<file path="src/rtl/serial_word_tx.sv">
// serial_word_tx: parallel-to-serial word transmitter with a one-word pending
// buffer, an offer/ready handshake per word and a clock enable.
// Optional build macro SERIAL_TX_MSB_FIRST_EN: when defined, bits go out MSB
// first; otherwise LSB first. Only bit order changes with the macro.
module serial_word_tx #(
    parameter int unsigned DATA_WIDTH = 24
) (
    input  logic                  i_clk,
    input  logic                  i_rst,
    input  logic                  i_en,
    input  logic [DATA_WIDTH-1:0] i_word,
    input  logic                  i_word_valid,
    output logic                  o_word_ready,
    output logic                  o_dout_valid,
    input  logic                  i_ready,
    output logic                  o_dout
);

    localparam int unsigned CNT_W = $clog2(DATA_WIDTH);
    localparam logic [CNT_W-1:0] LAST_BIT = CNT_W'(DATA_WIDTH - 1);

    localparam logic [1:0] ST_IDLE  = 2'd0;
    localparam logic [1:0] ST_OFFER = 2'd1;
    localparam logic [1:0] ST_SHIFT = 2'd2;

    logic [1:0]            state;
    logic [1:0]            state_n;
    logic [DATA_WIDTH-1:0] pend;
    logic [DATA_WIDTH-1:0] pend_n;
    logic [DATA_WIDTH-1:0] shreg;
    logic [DATA_WIDTH-1:0] shreg_n;
    logic [CNT_W-1:0]      cnt;
    logic [CNT_W-1:0]      cnt_n;
    logic                  word_ready_n;
    logic                  dout_valid_n;
    logic                  dout_n;

    logic                  head_bit;
    logic [DATA_WIDTH-1:0] shreg_adv;

    // Next bit to transmit and the shift register after consuming it.
`ifdef SERIAL_TX_MSB_FIRST_EN
    always_comb begin
        head_bit  = shreg[DATA_WIDTH-1];
        shreg_adv = {shreg[DATA_WIDTH-2:0], 1'b0};
    end
`else
    always_comb begin
        head_bit  = shreg[0];
        shreg_adv = {1'b0, shreg[DATA_WIDTH-1:1]};
    end
`endif

    // Next-state and registered-output computation; everything holds when i_en is low.
    always_comb begin
        state_n      = state;
        pend_n       = pend;
        shreg_n      = shreg;
        cnt_n        = cnt;
        word_ready_n = o_word_ready;
        dout_valid_n = o_dout_valid;
        dout_n       = o_dout;

        if (i_en) begin
            // o_word_ready doubles as the pending-empty flag, so accept and
            // drain can never hit the buffer on the same edge.
            if (i_word_valid && o_word_ready) begin
                pend_n       = i_word;
                word_ready_n = 1'b0;
            end

            case (state)
                ST_IDLE: begin
                    if (!o_word_ready) begin
                        shreg_n      = pend;
                        word_ready_n = 1'b1;
                        dout_valid_n = 1'b1;
                        state_n      = ST_OFFER;
                    end
                end
                ST_OFFER: begin
                    if (i_ready) begin
                        dout_valid_n = 1'b0;
                        cnt_n        = '0;
                        dout_n       = head_bit;
                        shreg_n      = shreg_adv;
                        state_n      = ST_SHIFT;
                    end
                end
                ST_SHIFT: begin
                    if (cnt == LAST_BIT) begin
                        dout_n = 1'b0;
                        cnt_n  = '0;
                        if (!o_word_ready) begin
                            shreg_n      = pend;
                            word_ready_n = 1'b1;
                            dout_valid_n = 1'b1;
                            state_n      = ST_OFFER;
                        end else begin
                            state_n = ST_IDLE;
                        end
                    end else begin
                        cnt_n   = cnt + CNT_W'(1);
                        dout_n  = head_bit;
                        shreg_n = shreg_adv;
                    end
                end
                default: begin
                    state_n      = ST_IDLE;
                    dout_valid_n = 1'b0;
                    dout_n       = 1'b0;
                end
            endcase
        end
    end

    // State and output registers; reset wins over the enable.
    always_ff @(posedge i_clk) begin
        if (i_rst) begin
            state        <= ST_IDLE;
            pend         <= '0;
            shreg        <= '0;
            cnt          <= '0;
            o_word_ready <= 1'b1;
            o_dout_valid <= 1'b0;
            o_dout       <= 1'b0;
        end else begin
            state        <= state_n;
            pend         <= pend_n;
            shreg        <= shreg_n;
            cnt          <= cnt_n;
            o_word_ready <= word_ready_n;
            o_dout_valid <= dout_valid_n;
            o_dout       <= dout_n;
        end
    end

endmodule

</file>
<file path="config.mk">
export PLATFORM = sky130hd
export DESIGN_NAME = serial_word_tx
export DESIGN_NICKNAME = d
export VERILOG_FILES = /design/src/rtl/serial_word_tx.sv
export SDC_FILE = /design/constraint.sdc
export NUM_CORES = 1
export LEC_CHECK = 0
export CORE_UTILIZATION = 45
export CTS_CLUSTER_DIAMETER = 60
export DETAILED_ROUTE_END_ITERATION = 8
export PLACE_DENSITY_LB_ADDON = 0.12
export SYNTH_ARGS = -nofsm -noshare
export SYNTH_HDL_FRONTEND = slang
export SYNTH_SLANG_ARGS = --single-unit
</file>
<file path="constraint.sdc">
create_clock -name i_clk -period 2.5 [get_ports i_clk]
set_input_delay 0.625 -clock i_clk [delete_from_list [all_inputs] [get_ports i_clk]]
set_output_delay 0.625 -clock i_clk [all_outputs]
set_load 0.02 [all_outputs]
</file>
==> flow_summary.ini <==
[drt]
route.detailed.drc = 0
wl_um = 5900
firstDrtPassIters = 6
wl_per_cell_um = 14.2
viasPerCell = 5.58
drt_iter0_markers = 122
ant_nets = 0
num_vias = 2312

[synth]
synth_top_area_frac = 0.430
synthFlopType = dfxtp_1
ys_seq_area_frac = 0.430
yosysUniqueCellTypes = 43
synthSimpleGateAreaFrac = 0.206
synth_compound_area_frac = 0.190
yosysMostFrequentCell = dfxtp_1
ys_seq_elements = 58
synth_fa_ha_area_frac = 0.0232
synth_top_family_by_area = simple AND/OR/NAND/NOR gates
yosys-mux-area-fraction = 0.0996
yosysTopAreaCell = dfxtp_1
yosys_warnings = 0
synth_edf_count = 0
synthTopCellsByArea = dfxtp_1 43%, mux2_2 9.6%, nand2_1 7.8%
syn_area_sq_um = 2700
postSynthAreaPerCell_sq_um = 8.65
async_flop_share = 0
synth_xor_area_frac = 0
netlist_instances = 312
synth_common_cells = 58 x dfxtp_1, 56 x nand2_1, 30 x a21oi_1
synth_fp_nets = 346

[final_layout]
nNetsFinal = 371
antenna_cells = 0
syn_to_final_growth_pct = 21.2
drive_gt1_frac = 0.161

[sta]
setup_ws_ns = 0.565
slew_violations = 0
fin_crit_sh = 0.774
slew_headroom = 0.697
tns_ns = 0
min_period_ns = 1.94
whs_ns = 0.451
setup_viol = 0
rsz0062_at_grt = no
timing.fmax_ghz = 0.517
finalHoldViolations = 0
finalClockSkew_ns = 0.00835
worst_slew_pin_slew_ns = 0.452

[setup_path]
cp.arrival_ns = 2.15
cp-end-kind = register
critPathMaxFanout = 24
path_class = input pin to register
critPathLaunchType = input pin
critPathRequiredTime_ns = 2.71

[run]
max_cap_violations = 0

[clock_network]
cts_buffer_depth = 2
clk_pin_slew_ns = 0.06
clockRootBuffer = clkbuf_8
cts_hold_buf = 0
numCtsBuffers = 9
cts_sinks = 58
clk_latency_ns = 0.33
cts_resized = 0
cts_tree = done
cts_setup_buffers = 0
htreeDepth = 3

[place]
place_congestion = 0.804
io_buffers = 31
dp_hpwl_um = 3550
place_ws_ns = 0.239

[hold_path]
hold_class = register to register

[die]
core-area_sq_um = 5640
initial_core_util = 0.479
io_pins = 32
dieArea_sq_um = 6310
dieWidth_um = 79.5
fp-row-count = 27
fp.dieH_um = 79.5

[global_route]
grt_use_total = 0.208
overflow = 0
grt_pass1_vias = 2280
grt_max_degree = 46
grt_pass1_wl_um = 10100
antenna_found_initial = 0

[power_and_ir_drop]
power.total_mw = 2.13
p_per_area_nw_per_um2 = 652
p_leak_nw = 1.23
peakVddDrop_mv = 0.378

[status]
status = completed
[cells by family (layout without fill, tap and decap cells)]
group,Yosys count,in the layout
AND/OR/NAND/NOR,123,123
AO/OA/AOI/OAI,71,71
flip-flops,58,58
buffers and inverters,31,61
multiplexers,24,24
adder cells (fa/ha/maj),5,5
[worst paths after layout]
| kind | start | to | slack (ns) | cells past startpoint |
|---|---|---|---|---|
| worst min register to register | pend[12] | pend[12] | 0.45 | 2 |
| worst min-delay path | pend[12] | pend[12] | 0.45 | 2 |
| worst max-delay path | i_ready | shreg[7] | 0.56 | 6 |
| worst max register to register | state[1] | shreg[7] | 0.58 | 7 |
[power by group]
part           leakage (nW)  internal, mW  switching, mW
clock                 0.105         0.509          0.376
combinational         0.650         0.129          0.116
sequential            0.475         0.972         0.0307
total                  1.23          1.61          0.522
[cells in the final DEF, fill, tap and decap left out, types with 2 or more instances in the layout]
master and n:
a21oi_1 30, nor2_1 27, a31oi_1 2, buf_12 2, nor3_1 23, inv_1 4, ha_1 5, nand4b_1 2
buf_4 7, clkinv_2 3, clkdlybuf4s50_1 30, and4b_1 2, o21ai_0 3, nand3_1 3, a221oi_1 23, nand2_1 56
dfxtp_1 58, mux2_2 23, clkbuf_8 11
[final cells by class]
cell class,instances,area (sq um)
clock inverter,5,52.6
fill,528,2370
multi-input combinational,223,1400
sequential,58,1160
timing repair buffer,40,398
tap,72,90.1
inverter,5,18.8
clock buffer,11,151
[worst max-delay path, stage by stage]
cell and delay, ns:
clkdlybuf4s50_1 0.45, nand2b_1 0.32, o311ai_2 0.16, buf_4 0.24, a221oi_1 0.26, nor3_1 0.08
[registers in the layout, summed over array words and instances (netlist names)]
signal,flops
pend,24
shreg,24
cnt,5
state,2
o_dout,1
o_dout_valid,1
o_word_ready,1
[routing by layer]
metal / up-vias / wire length, um / global-route usage
met3: 7 / 189 / 0.0537
met2: 44 / 2690 / 0.336
met5: - / 0 / 0
li1: 1175 / - / -
met1: 1086 / 2950 / 0.256
met4: 0 / 60 / 0.0964
[per-stage QoR]
| stage | area [sq um] | utilization | instances |
|---|---|---|---|
| 2_1_floorplan | 2700 | - | 312 |
| 3_3_place_gp | 3070 | 0.544 | 398 |
| 3_5_place_dp | 3070 | 0.544 | 398 |
| 4_1_cts | 3270 | 0.580 | 414 |
| 5_1_grt | 3270 | 0.580 | 414 |
| 6_report | 3270 | 0.580 | 414 |
(Power assumes the default switching activity.)
